## config.mk

```make
export PLATFORM = sky130hd
export DESIGN_NAME = pipe_stall_ctrl
export DESIGN_NICKNAME = d
export VERILOG_FILES = /design/src/rtl/pipe_stall_ctrl.sv
export SDC_FILE = /design/constraint.sdc
export NUM_CORES = 1
export LEC_CHECK = 0
export BUFFER_PORTS_ARGS = -buffer_cell sky130_fd_sc_hd__buf_2
export CORE_MARGIN = 2
export CORE_UTILIZATION = 53
export CTS_CLUSTER_DIAMETER = 50
export DETAILED_ROUTE_END_ITERATION = 8
export MAX_ROUTING_LAYER = met4
export PLACE_DENSITY_LB_ADDON = 0.1
export SLEW_MARGIN = 25
export SYNTH_ARGS = -nofsm -noshare
export SYNTH_HDL_FRONTEND = slang
export SYNTH_SLANG_ARGS = --single-unit
```

## constraint.sdc

```tcl
create_clock -name clk -period 2.5 [get_ports clk]
set_input_delay 0.375 -clock clk [delete_from_list [all_inputs] [get_ports clk]]
set_output_delay 0.375 -clock clk [all_outputs]
set_load 0.1 [all_outputs]
```

## src/rtl/pipe_stall_ctrl.sv

```systemverilog
// rtl/pipe_stall_ctrl.sv - pipeline stall sequencer with divider occupancy FSM and stall perf counter
module pipe_stall_ctrl #(
    parameter int DIV_CYCLES = 32,
    parameter int PERF_W     = 32
) (
    input  logic              clk,
    input  logic              resetn,
    input  logic              stallreq_id,
    input  logic              div_start,
    input  logic              div_cancel,
    input  logic              stallreq_mem,
    output logic [5:0]        stall,
    output logic              div_busy,
    output logic              div_done,
    output logic [5:0]        div_cnt,
    output logic [PERF_W-1:0] stall_cycles
);

    typedef enum logic [1:0] {
        S_IDLE = 2'd0,
        S_BUSY = 2'd1,
        S_DONE = 2'd2
    } state_t;

    localparam logic [5:0] CNT_LOAD = 6'(DIV_CYCLES - 1);

    localparam logic [5:0] STALL_MEM  = 6'b011111;
    localparam logic [5:0] STALL_DIV  = 6'b001111;
    localparam logic [5:0] STALL_LOAD = 6'b000111;

    state_t     state, state_next;
    logic [5:0] cnt_next;
    logic       div_hold;

    always_ff @(posedge clk or negedge resetn) begin
        if (!resetn) begin
            state   <= S_IDLE;
            div_cnt <= 6'd0;
        end else begin
            state   <= state_next;
            div_cnt <= cnt_next;
        end
    end

    // Cancel outranks every other transition, including the DONE -> IDLE step.
    always_comb begin
        state_next = state;
        cnt_next   = div_cnt;
        case (state)
            S_IDLE: begin
                cnt_next = 6'd0;
                if (div_start && !stallreq_mem && !div_cancel) begin
                    state_next = S_BUSY;
                    cnt_next   = CNT_LOAD;
                end
            end
            S_BUSY: begin
                if (div_cancel) begin
                    state_next = S_IDLE;
                    cnt_next   = 6'd0;
                end else if (!stallreq_mem) begin
                    if (div_cnt == 6'd0) begin
                        state_next = S_DONE;
                    end else begin
                        cnt_next = div_cnt - 6'd1;
                    end
                end
            end
            S_DONE: begin
                state_next = S_IDLE;
                cnt_next   = 6'd0;
            end
            default: begin
                state_next = S_IDLE;
                cnt_next   = 6'd0;
            end
        endcase
    end

    always_comb begin
        div_busy = (state == S_BUSY);
        div_done = (state == S_DONE);
        div_hold = !div_cancel && (((state == S_IDLE) && div_start) || (state == S_BUSY));
        stall    = 6'b0;
        if (!resetn) begin
            stall = 6'b0;
        end else if (stallreq_mem) begin
            stall = STALL_MEM;
        end else if (div_hold) begin
            stall = STALL_DIV;
        end else if (stallreq_id) begin
            stall = STALL_LOAD;
        end
    end

    always_ff @(posedge clk or negedge resetn) begin
        if (!resetn) begin
            stall_cycles <= '0;
        end else if ((stall != 6'b0) && (stall_cycles != '1)) begin
            stall_cycles <= stall_cycles + 1'b1;
        end
    end

endmodule

```

==> impl_metrics.csv, run 1 <==
group,metric,value,unit
timing,finalHoldViolCount,0,
clock_network,cts-buffers-inserted,5,
global_routing,grt_start_max_net_pins,18,
critical_path,worst_r2r_endpoint,"stall_cycles[1]",
placement,gp_routability_congestion,0.777,
clock_network,clock_tree_from_tritoncts,"yes",
placement,place_worst_setup_slack,398,ps
timing,fmaxAchievable,0.463,GHz
floorplanning,chipWidth,66.6,µm
placement,hpwl,3.24,mm
timing,final_setup_violation_count,0,
clock_network,clk_latency,300,ps
logic_synthesis,ys_dominant_reg_cell,"sky130_fd_sc_hd__dfrtp_1",
clock_network,cts_post_setup_buffers_inserted,0,
detailed_routing,wl,4.35,mm
detailed_routing,detailroute.via_count,1753,
final_layout,n_fill_cell,316,
logic_synthesis,postSynth.asyncResetShare,1.00,
timing,post-route-period-util,0.864,
outcome,run_status,"finished, final reports clean",
critical_path,timing.critical_path.to_type,"output port",
clock_network,worst_setup_hold_path_clk_slew,80,ps
critical_path,arrival,1790,ps
timing,fin_crit,2160,ps
floorplanning,core_area,0.00372,mm²
critical_path,crit_type,"in2out",
critical_path,worst_flop_to_flop_path_startpoint,"stall_cycles[3]",
final_layout,most_frequent_cells_in_the_layout,"47 x sky130_fd_sc_hd__buf_2, 23 x sky130_fd_sc_hd__dfrtp_2, 20 x sky130_fd_sc_hd__nor2_1",
final_layout,drive_gt1_frac,0.341,
clock_network,tritoncts_num_sinks,40,
clock_network,clockBufferDepth,2,
final_layout,antennaDiodeCount,0,
hold_path,hp-class,"in2reg",
final_layout,layout_commonest_cell,"sky130_fd_sc_hd__buf_2",
global_routing,groute.usage.overall,0.227,
final_layout,num-nets-final,277,
critical_path,worst-endpoint-required,2120,ps
power_and_ir_drop,power.total,2.02,mW
critical_path,critical_path.startpoint,"resetn",
detailed_routing,detailedRoute.firstIterationViolations,134,
detailed_routing,detail_route.drc_violations,0,
run,max_cap_violations,0,
logic_synthesis,edff_count_synth,0,
logic_synthesis,synth_register_bits,40,
timing,finalMaxSlewViolations,0,
critical_path,reg2regPathDepth,5,
logic_synthesis,syn-num-nets,222,
timing,finClkSkew,8.75,ps
logic_synthesis,syn-instance-count,214,
logic_synthesis,synthesis.yosys.warnings,0,
global_routing,grt_first_pass_wirelength,7.47,mm
clock_network,clock_tree.root_cell,"sky130_fd_sc_hd__clkbuf_8",
detailed_routing,ant_nets,0,
floorplanning,die_area,0.00444,mm²
final_layout,layout.core_utilization,0.689,
floorplanning,initial_core_util,0.559,
power_and_ir_drop,irDropWorstVdd,947,µV
floorplanning,rows,22,
timing,rsz0062_at_grt,"no",
critical_path,ff2ff_setup_slack,400,ps
floorplanning,die_h,66.6,µm
critical_path,critical_path.max_fanout,17,
critical_path,worstSetupStartpointType,"input pin",
logic_synthesis,postSynthAreaPerCell,9.71,µm²
power_and_ir_drop,static-leakage-power,1.21,nW
critical_path,crit_path_to,"stall[4]",
floorplanning,io_pins,52,
global_routing,grt_overflow,0,
detailed_routing,via_per_inst,5.51,
logic_synthesis,synth-seq-area-share,0.482,
logic_synthesis,syn_area,0.00208,mm²
global_routing,grt_antenna_before_repair,0,
global_routing,first_global_vias,1669,
timing,finalWorstSetupSlack,339,ps
logic_synthesis,yosysUniqueCellTypes,37,
detailed_routing,drt_pass1_iterations,4,
final_layout,synthToLayoutAreaGrowth,23.2,%
power_and_ir_drop,p_per_area,790,mW/mm²
detailed_routing,routedWlPerCell,13.7,µm
clock_network,cts_max_level,2,
placement,io_buffer_count,50,
-- what timing repair did --
action	4_1_cts	5_1_grt
gates resized for setup	0	0
endpoints found under the hold margin	8	0
hold buffers	1	0
-- worst min path at each step --
stage / startpoint / cells after the start / slack [ps] / to
after floorplan: resetn / 0 / 80 / div_cnt[0]
after global placement: resetn / 1 / 290 / div_cnt[4]
after CTS: div_cancel / 2 / 270 / state[0]
after detailed placement: resetn / 1 / 290 / div_cnt[4]
after global routing: div_cancel / 2 / 280 / state[0]
final: div_cancel / 2 / 280 / state[0]
-- final cells by class --
cell class	count	area, µm²	share of cell area
Timing Repair Buffer	56	343	0.134
Sequential cell	40	1030	0.402
Clock inverter	2	15.0	0.00586
Clock buffer	6	82.6	0.0322
Tap cell	48	60.1	0.0234
Multi-Input combinational cell	159	1000	0.392
Inverter	7	26.3	0.0103
-- flip-flops by register name, summed over array words and instances (netlist names) --
signal	cells
div_cnt	6
stall_cycles	32
state	2
-- routing by layer --
metal  vias to the layer above  GRT usage  wire length [µm]
li1                        855          -                 -
met1                       841      0.284              1970
met2                        51      0.360              2090
met3                         6     0.0676               265
met4                         0     0.0612                26
met5                         -          -                 0
-- report_power, final --
part / switching (mW) / total, mW / internal, mW
sequential: 0.0840 / 0.797 / 0.713
combinational: 0.613 / 0.767 / 0.154
clock: 0.236 / 0.459 / 0.223
total: 0.933 / 2.02 / 1.09
-- per-stage QoR --
step,TNS (ps),hold WS (ps),instance area [µm²],instances
final,0,280,2560,318
after global routing,0,280,2560,318
after CTS,0,273,2560,318
after detailed placement,0,286,2450,309
after global placement,0,288,2450,309
after floorplan,-107,79.4,2110,214
-- synth_stat cells (2+ instances only) --
| cell type | instances | area share |
|---|---|---|
| sky130_fd_sc_hd__xor2_1 | 15 | 0.063 |
| sky130_fd_sc_hd__nor2_1 | 20 | 0.036 |
| sky130_fd_sc_hd__xnor2_1 | 18 | 0.076 |
| sky130_fd_sc_hd__or3_1 | 2 | 0.0060 |
| sky130_fd_sc_hd__nor4_1 | 2 | 0.0060 |
| sky130_fd_sc_hd__nor3_1 | 13 | 0.031 |
| sky130_fd_sc_hd__or4_1 | 2 | 0.0072 |
| sky130_fd_sc_hd__nand4b_1 | 2 | 0.0084 |
| sky130_fd_sc_hd__nand3_1 | 11 | 0.026 |
| sky130_fd_sc_hd__a21oi_1 | 3 | 0.0072 |
| sky130_fd_sc_hd__nor3b_1 | 5 | 0.018 |
| sky130_fd_sc_hd__nand4_1 | 17 | 0.051 |
| sky130_fd_sc_hd__nand2_1 | 13 | 0.023 |
| sky130_fd_sc_hd__clkbuf_1 | 3 | 0.0054 |
| sky130_fd_sc_hd__o21a_1 | 3 | 0.011 |
| sky130_fd_sc_hd__nor2b_1 | 2 | 0.0060 |
| sky130_fd_sc_hd__buf_4 | 3 | 0.011 |
| sky130_fd_sc_hd__and2_1 | 6 | 0.018 |
| sky130_fd_sc_hd__inv_1 | 7 | 0.013 |
| sky130_fd_sc_hd__o21ai_0 | 5 | 0.012 |
| sky130_fd_sc_hd__dfrtp_1 | 40 | 0.48 |
| sky130_fd_sc_hd__and3_1 | 6 | 0.018 |
| sky130_fd_sc_hd__ha_1 | 2 | 0.012 |
-- cells by family after synthesis --
kind of cell,after synthesis,share of synthesized area
other cells,1,0.00180
fa+ha+maj,2,0.0120
flops,40,0.482
simple gates,107,0.278
mux,1,0.00542
buf+inv,15,0.0367
xor+xnor,33,0.139
compound gates,15,0.0458
-- critical path: stages --
cell and delay (ps):
sky130_fd_sc_hd__dlygate4sd3_1 520, sky130_fd_sc_hd__buf_2 300, sky130_fd_sc_hd__and2_1 170, sky130_fd_sc_hd__buf_2 420
Note: power is estimated with default switching activity, not from simulation.
==> inputs of run 2 (changes only) <==
CORE_MARGIN = 5   (was 2)
CORE_UTILIZATION = 40   (was 53)
MAX_ROUTING_LAYER = default   (was met4)
==> impl_metrics.csv, run 2 (same netlist as run 1, synthesis figures left out) <==
group,metric,value,unit
outcome,run_status,"finished, final reports clean",
final_layout,layout_commonest_cell,"sky130_fd_sc_hd__buf_2",
clock_network,clk_latency,290,ps
final_layout,synthToLayoutAreaGrowth,25.6,%
run,max_cap_violations,0,
hold_path,hp-class,"in2reg",
final_layout,largest_reg_flops,32,
global_routing,grt_overflow,0,
timing,rsz0062_at_grt,"no",
global_routing,first_global_vias,1627,
detailed_routing,detailroute.via_count,1717,
clock_network,ctsHoldBuffers,1,
floorplanning,die_h,82.1,µm
clock_network,clockBufferDepth,2,
timing,finalMaxSlewViolations,0,
detailed_routing,ant_nets,0,
final_layout,register_area,0.00103,mm²
clock_network,cts-buffers-inserted,5,
global_routing,grt_first_pass_wirelength,7.71,mm
final_layout,drive_gt1_frac,0.343,
critical_path,timing.critical_path.to_type,"output port",
power_and_ir_drop,irDropWorstVdd,739,µV
critical_path,worst_r2r_endpoint,"stall_cycles[1]",
timing,fin_crit,2170,ps
final_layout,n_fill_cell,491,
global_routing,grt_start_max_net_pins,20,
critical_path,worst-endpoint-required,2120,ps
hold_path,worst_hold_startpoint,"div_cancel",
critical_path,crit_path_top_delay_cell,"sky130_fd_sc_hd__dlygate4sd3_1",
detailed_routing,detail_route.drc_violations,0,
critical_path,timing.critical_path.cells,"dlygate4sd3_1 > buf_2 > and2_1 > buf_2",
critical_path,cp_num_buf_inv,3,
detailed_routing,drt_pass1_iterations,4,
critical_path,worst_flop_to_flop_path_startpoint,"stall_cycles[3]",
floorplanning,die_area,0.00674,mm²
floorplanning,io_pins,52,
timing,final_setup_violation_count,0,
critical_path,arrival,1790,ps
clock_network,clock_tree.root_cell,"sky130_fd_sc_hd__clkbuf_8",
hold_path,hold_path_end,"state[0]",
timing,finalWorstSetupSlack,331,ps
clock_network,cts_max_level,2,
placement,place_worst_setup_slack,402,ps
critical_path,reg2regPathDepth,5,
global_routing,groute.usage.overall,0.148,
floorplanning,initial_core_util,0.410,
detailed_routing,detailedRoute.firstIterationViolations,64,
placement,io_buffer_count,50,
final_layout,multi_input_area,0.00100,mm²
critical_path,critical_path.max_fanout,16,
clock_network,clock_tree_from_tritoncts,"yes",
critical_path,worstSetupStartpointType,"input pin",
final_layout,max_flop_register,"stall_cycles",
timing,post-route-period-util,0.868,
detailed_routing,wl,4.66,mm
floorplanning,core_area,0.00507,mm²
floorplanning,chipWidth,82.1,µm
timing,fmaxAchievable,0.461,GHz
final_layout,antennaDiodeCount,0,
clock_network,tritoncts_num_sinks,40,
critical_path,crit_type,"in2out",
timing,finalHoldViolCount,0,
critical_path,worst_path_most_repeated_cell,"sky130_fd_sc_hd__buf_2",
clock_network,cts_post_setup_buffers_inserted,0,
placement,gp_routability_congestion,0.803,
critical_path,ff2ff_setup_slack,420,ps
timing,hold-worst-slack,296,ps
final_layout,layout_top_registers,"stall_cycles x32, div_cnt x6, state x2",
detailed_routing,via_per_inst,5.04,
final_layout,num-nets-final,278,
hold_path,timing.hold.worst_path_depth,2,
critical_path,slowest_delay,520,ps
global_routing,grt_antenna_before_repair,0,
final_layout,most_frequent_cells_in_the_layout,"47 x sky130_fd_sc_hd__buf_2, 23 x sky130_fd_sc_hd__dfrtp_2, 20 x sky130_fd_sc_hd__nor2_1",
detailed_routing,routedWlPerCell,13.7,µm
clock_network,worst_setup_hold_path_clk_slew,80,ps
clock_network,cts_resized,0,
power_and_ir_drop,static-leakage-power,1.23,nW
critical_path,path_delay_family,"buffers and inverters",
placement,hpwl,3.58,mm
floorplanning,rows,26,
timing,finClkSkew,9.46,ps
power_and_ir_drop,p_per_area,808,mW/mm²
-- run 2: changes by cell type in the layout (fill, tap and decap cells not counted), sizes merged --
cell	before	now
clkinv	0	1
buf	55	56
bufinv	0	1
clkinvlp	2	1
clkbuf	6	5
-- run 2: area by class of cell --
class | instances | share of cell area
clock inverter | 3 | 0.0163
timing repair buffer | 57 | 0.134
tap | 70 | 0.0336
clock buffer | 5 | 0.0264
sequential | 40 | 0.395
inverter | 7 | 0.0101
multi-input combinational | 159 | 0.385
-- run 2: report_power, final --
group	internal, mW	switching (mW)	leakage, nW	total, mW
Combinational	0.165	0.639	0.686	0.804
Clock	0.295	0.231	0.0541	0.526
Sequential	0.713	0.0644	0.490	0.778
Total	1.17	0.935	1.23	2.11
-- run 2: worst register-to-register path: cells and delay by family, from the launching register on --
family | cells | cell delay, ps
muxes | 1 | 330
DFF | 1 | 420
and+or+nand+nor | 4 | 1240
-- run 2: layer usage --
metal / up-vias / global-route usage / wire length (µm)
li1: 855 / - / -
met1: 823 / 0.193 / 2160
met2: 32 / 0.242 / 2230
met3: 7 / 0.0373 / 214
met4: 0 / 0.0415 / 55
met5: - / 0 / 0
-- run 2: how the worst max path moves through the flow --
stage | from | slack (ps) | endpoint | depth (start not counted)
after floorplan | stall_cycles[13] | -110 | stall_cycles[1] | 6
after global placement | stall_cycles[3] | 450 | stall_cycles[1] | 5
after detailed placement | stall_cycles[3] | 400 | stall_cycles[1] | 5
after CTS | resetn | 310 | stall[4] | 4
after global routing | resetn | 260 | stall[4] | 4
final | resetn | 330 | stall[4] | 4
-- run 2: through the flow --
step           TNS (ps)   util  power [mW]  area (µm²)  instances
5_1_grt               0  0.514        2.21        2610        341
3_5_place_dp          0  0.490        1.60        2490        332
2_1_floorplan      -107      -        1.43        2110        214
4_1_cts               0  0.514        2.14        2610        341
6_report              0  0.514        2.11        2610        341
3_3_place_gp          0  0.490        1.59        2490        332
==> inputs of run 3 (changes only) <==
ABC_AREA = 1   (was default)
==> impl_metrics.csv, run 3 <==
group,metric,value,unit
outcome,run_status,"finished, final reports clean",
critical_path,timing.critical_path.cells,"dlygate4sd3_1 > buf_2 > nand2_1 > nand3_1 > buf_4 > buf_12",
timing,rsz0062_at_grt,"no",
logic_synthesis,syn-instance-count,424,
critical_path,crit_type,"in2out",
power_and_ir_drop,p_per_area,791,mW/mm²
detailed_routing,detail_route.drc_violations,0,
clock_network,clockBufferDepth,2,
timing,finalHoldViolCount,0,
placement,place_worst_setup_slack,490,ps
logic_synthesis,synthMostInstantiatedCell,"sky130_fd_sc_hd__nand2_1",
critical_path,cp_num_buf_inv,4,
timing,hold-worst-slack,427,ps
timing,finalWorstSetupSlack,238,ps
clock_network,cts_post_setup_buffers_inserted,0,
logic_synthesis,synthDominantCellAreaShare,0.367,
timing,finalMaxSlewViolations,0,
logic_synthesis,postSynthAreaPerCell,6.42,µm²
critical_path,worstSetupStartpointType,"input pin",
power_and_ir_drop,irDropWorstVdd,671,µV
final_layout,largest_reg_flops,32,
logic_synthesis,synth.top_cells.by_count,"201 x sky130_fd_sc_hd__nand2_1, 56 x sky130_fd_sc_hd__nor2_1, 40 x sky130_fd_sc_hd__dfrtp_1, 40 x sky130_fd_sc_hd__inv_1, 20 x sky130_fd_sc_hd__nand3_1",
placement,gp_routability_congestion,0.880,
logic_synthesis,post_synth_main_area_contributors,"sky130_fd_sc_hd__dfrtp_1 37%, sky130_fd_sc_hd__nand2_1 28%, sky130_fd_sc_hd__nor2_1 7.7%, sky130_fd_sc_hd__inv_1 5.5%, sky130_fd_sc_hd__nand3_1 3.7%",
logic_synthesis,synthesis.yosys.warnings,0,
floorplanning,chipWidth,92.5,µm
logic_synthesis,ys_dominant_reg_cell,"sky130_fd_sc_hd__dfrtp_1",
global_routing,grt_first_pass_wirelength,12.4,mm
critical_path,worst-endpoint-required,2120,ps
hold_path,hp-class,"in2reg",
final_layout,synthToLayoutAreaGrowth,17.9,%
global_routing,grt_start_max_net_pins,32,
final_layout,max_flop_register,"stall_cycles",
final_layout,post_route_cell_area,0.00321,mm²
critical_path,slowest_delay,520,ps
floorplanning,rows,30,
final_layout,multi_input_area,0.00149,mm²
final_layout,register_area,0.00100,mm²
logic_synthesis,syn-num-nets,432,
logic_synthesis,edff_count_synth,0,
clock_network,worst_setup_hold_path_clk_slew,80,ps
critical_path,arrival,1890,ps
final_layout,antennaDiodeCount,0,
timing,fmaxAchievable,0.442,GHz
timing,totalNegativeSetupSlack,0,ps
detailed_routing,routedWlPerCell,12.8,µm
critical_path,crit_path_top_delay_cell,"sky130_fd_sc_hd__dlygate4sd3_1",
floorplanning,initial_core_util,0.405,
global_routing,grt_overflow,0,
global_routing,first_global_vias,2560,
final_layout,n_fill_cell,712,
detailed_routing,ant_nets,0,
final_layout,num-nets-final,484,
global_routing,grt_antenna_before_repair,0,
final_layout,most_frequent_cells_in_the_layout,"201 x sky130_fd_sc_hd__nand2_1, 55 x sky130_fd_sc_hd__nor2_1, 45 x sky130_fd_sc_hd__buf_2",
detailed_routing,via_per_inst,4.76,
placement,io_buffer_count,50,
critical_path,path_delay_family,"buffers and inverters",
clock_network,clock_tree.root_cell,"sky130_fd_sc_hd__clkbuf_8",
logic_synthesis,yosysUniqueCellTypes,26,
clock_network,cts-buffers-inserted,5,
logic_synthesis,postSynth.asyncResetShare,1.00,
run,max_cap_violations,0,
logic_synthesis,synth-seq-area-share,0.367,
placement,post_dp_cell_area,0.00309,mm²
critical_path,critical_path.max_fanout,14,
floorplanning,die_area,0.00856,mm²
timing,finClkSkew,9.86,ps
logic_synthesis,synth_area_leader_cell,"sky130_fd_sc_hd__dfrtp_1",
detailed_routing,detailroute.via_count,2654,
logic_synthesis,synth_register_bits,40,
final_layout,layout_commonest_cell,"sky130_fd_sc_hd__nand2_1",
detailed_routing,drt_pass1_iterations,6,
final_layout,layout.cells.non_filler,557,
final_layout,drive_gt1_frac,0.155,
logic_synthesis,syn_area,0.00272,mm²
floorplanning,io_pins,52,
global_routing,groute.usage.overall,0.179,
clock_network,clk_latency,300,ps
timing,final_setup_violation_count,0,
placement,placed_cells_incl_taps,548,
detailed_routing,wl,7.12,mm
clock_network,cts_max_level,2,
clock_network,tritoncts_num_sinks,40,
critical_path,timing.critical_path.to_type,"output port",
final_layout,layout_top_registers,"stall_cycles x32, div_cnt x6, state x2",
power_and_ir_drop,static-leakage-power,1.68,nW
placement,hpwl,5.50,mm
floorplanning,core_area,0.00672,mm²
timing,post-route-period-util,0.905,
floorplanning,die_h,92.5,µm
timing,fin_crit,2260,ps
detailed_routing,detailedRoute.firstIterationViolations,128,
clock_network,clock_tree_from_tritoncts,"yes",
[run 3: cell types whose count changed after synthesis, sizes merged, moves of 8 or more]
cell / change
o21ai: +10
xor2: -9
nand4: -8
nand3: +9
nor3: -12
nand2: +193
nor2: +42
inv: +34
xnor2: -11
[run 3: path summary, 6_finish.rpt]
check	end	slack, ps	cells past startpoint	from
max	stall[2]	240	6	resetn
min	state[1]	430	4	div_cancel
min reg2reg	state[0]	540	2	state[0]
max reg2reg	stall_cycles[26]	490	10	stall_cycles[1]
min in group asynchronous	div_cnt[5]	490	2	resetn
max in group asynchronous	stall_cycles[7]	1430	3	resetn
[run 3: where the power goes]
group / total [mW] / switching (mW) / internal [mW]
Clock: 0.543 / 0.248 / 0.296
Combinational: 1.18 / 0.948 / 0.230
Sequential: 0.820 / 0.0986 / 0.721
Total: 2.54 / 1.29 / 1.25
[run 3: metal layers]
layer  track usage  vias to the layer above  share of wire
li1              -                     1403              -
met1         0.258                     1189           0.53
met2         0.273                       55           0.42
met3        0.0333                        7          0.040
met4        0.0507                        0          0.010
met5             0                        -              0
[run 3: cell type report]
class	count	area share
multi-input cells	334	0.462
flip-flops and latches	40	0.312
repair buffers	54	0.111
inverters	41	0.0487
well taps	80	0.0312
clock buffers	5	0.0214
clock inverters	3	0.0132
[run 3: worst register-to-register path, stage by stage, from the launching register on]
cell and delay (ps):
sky130_fd_sc_hd__dfrtp_1 430, sky130_fd_sc_hd__ha_1 240, sky130_fd_sc_hd__inv_1 80, sky130_fd_sc_hd__nor2_4 150, sky130_fd_sc_hd__nand2_4 100, sky130_fd_sc_hd__nor2_8 150
sky130_fd_sc_hd__nand2_4 90, sky130_fd_sc_hd__nand2_4 290, sky130_fd_sc_hd__inv_4 200, sky130_fd_sc_hd__nand2_1 110, sky130_fd_sc_hd__nand2_1 50
[run 3: cells by family after synthesis]
group	after synthesis	synth area share
flip-flops	40	0.367
AO/OA/AOI/OAI	19	0.0381
other	1	0.00138
adder cells (fa/ha/maj)	2	0.00919
buffers and inverters	50	0.0882
XOR/XNOR	13	0.0418
AND/OR/NAND/NOR	299	0.454
[run 3: stage by stage]
step | utilization | power (mW)
after floorplan | - | 1.80
after global placement | 0.460 | 2.01
after detailed placement | 0.460 | 2.02
after CTS | 0.478 | 2.57
after global routing | 0.478 | 2.68
final | 0.478 | 2.54
[run 3: timing repair]
| item | 4_1_cts | 5_1_grt |
|---|---|---|
| hold endpoints to repair | 9 | 0 |
| resized for setup | 0 | 0 |
| setup endpoints to repair | 0 | 0 |
| hold buffers | 1 | 0 |
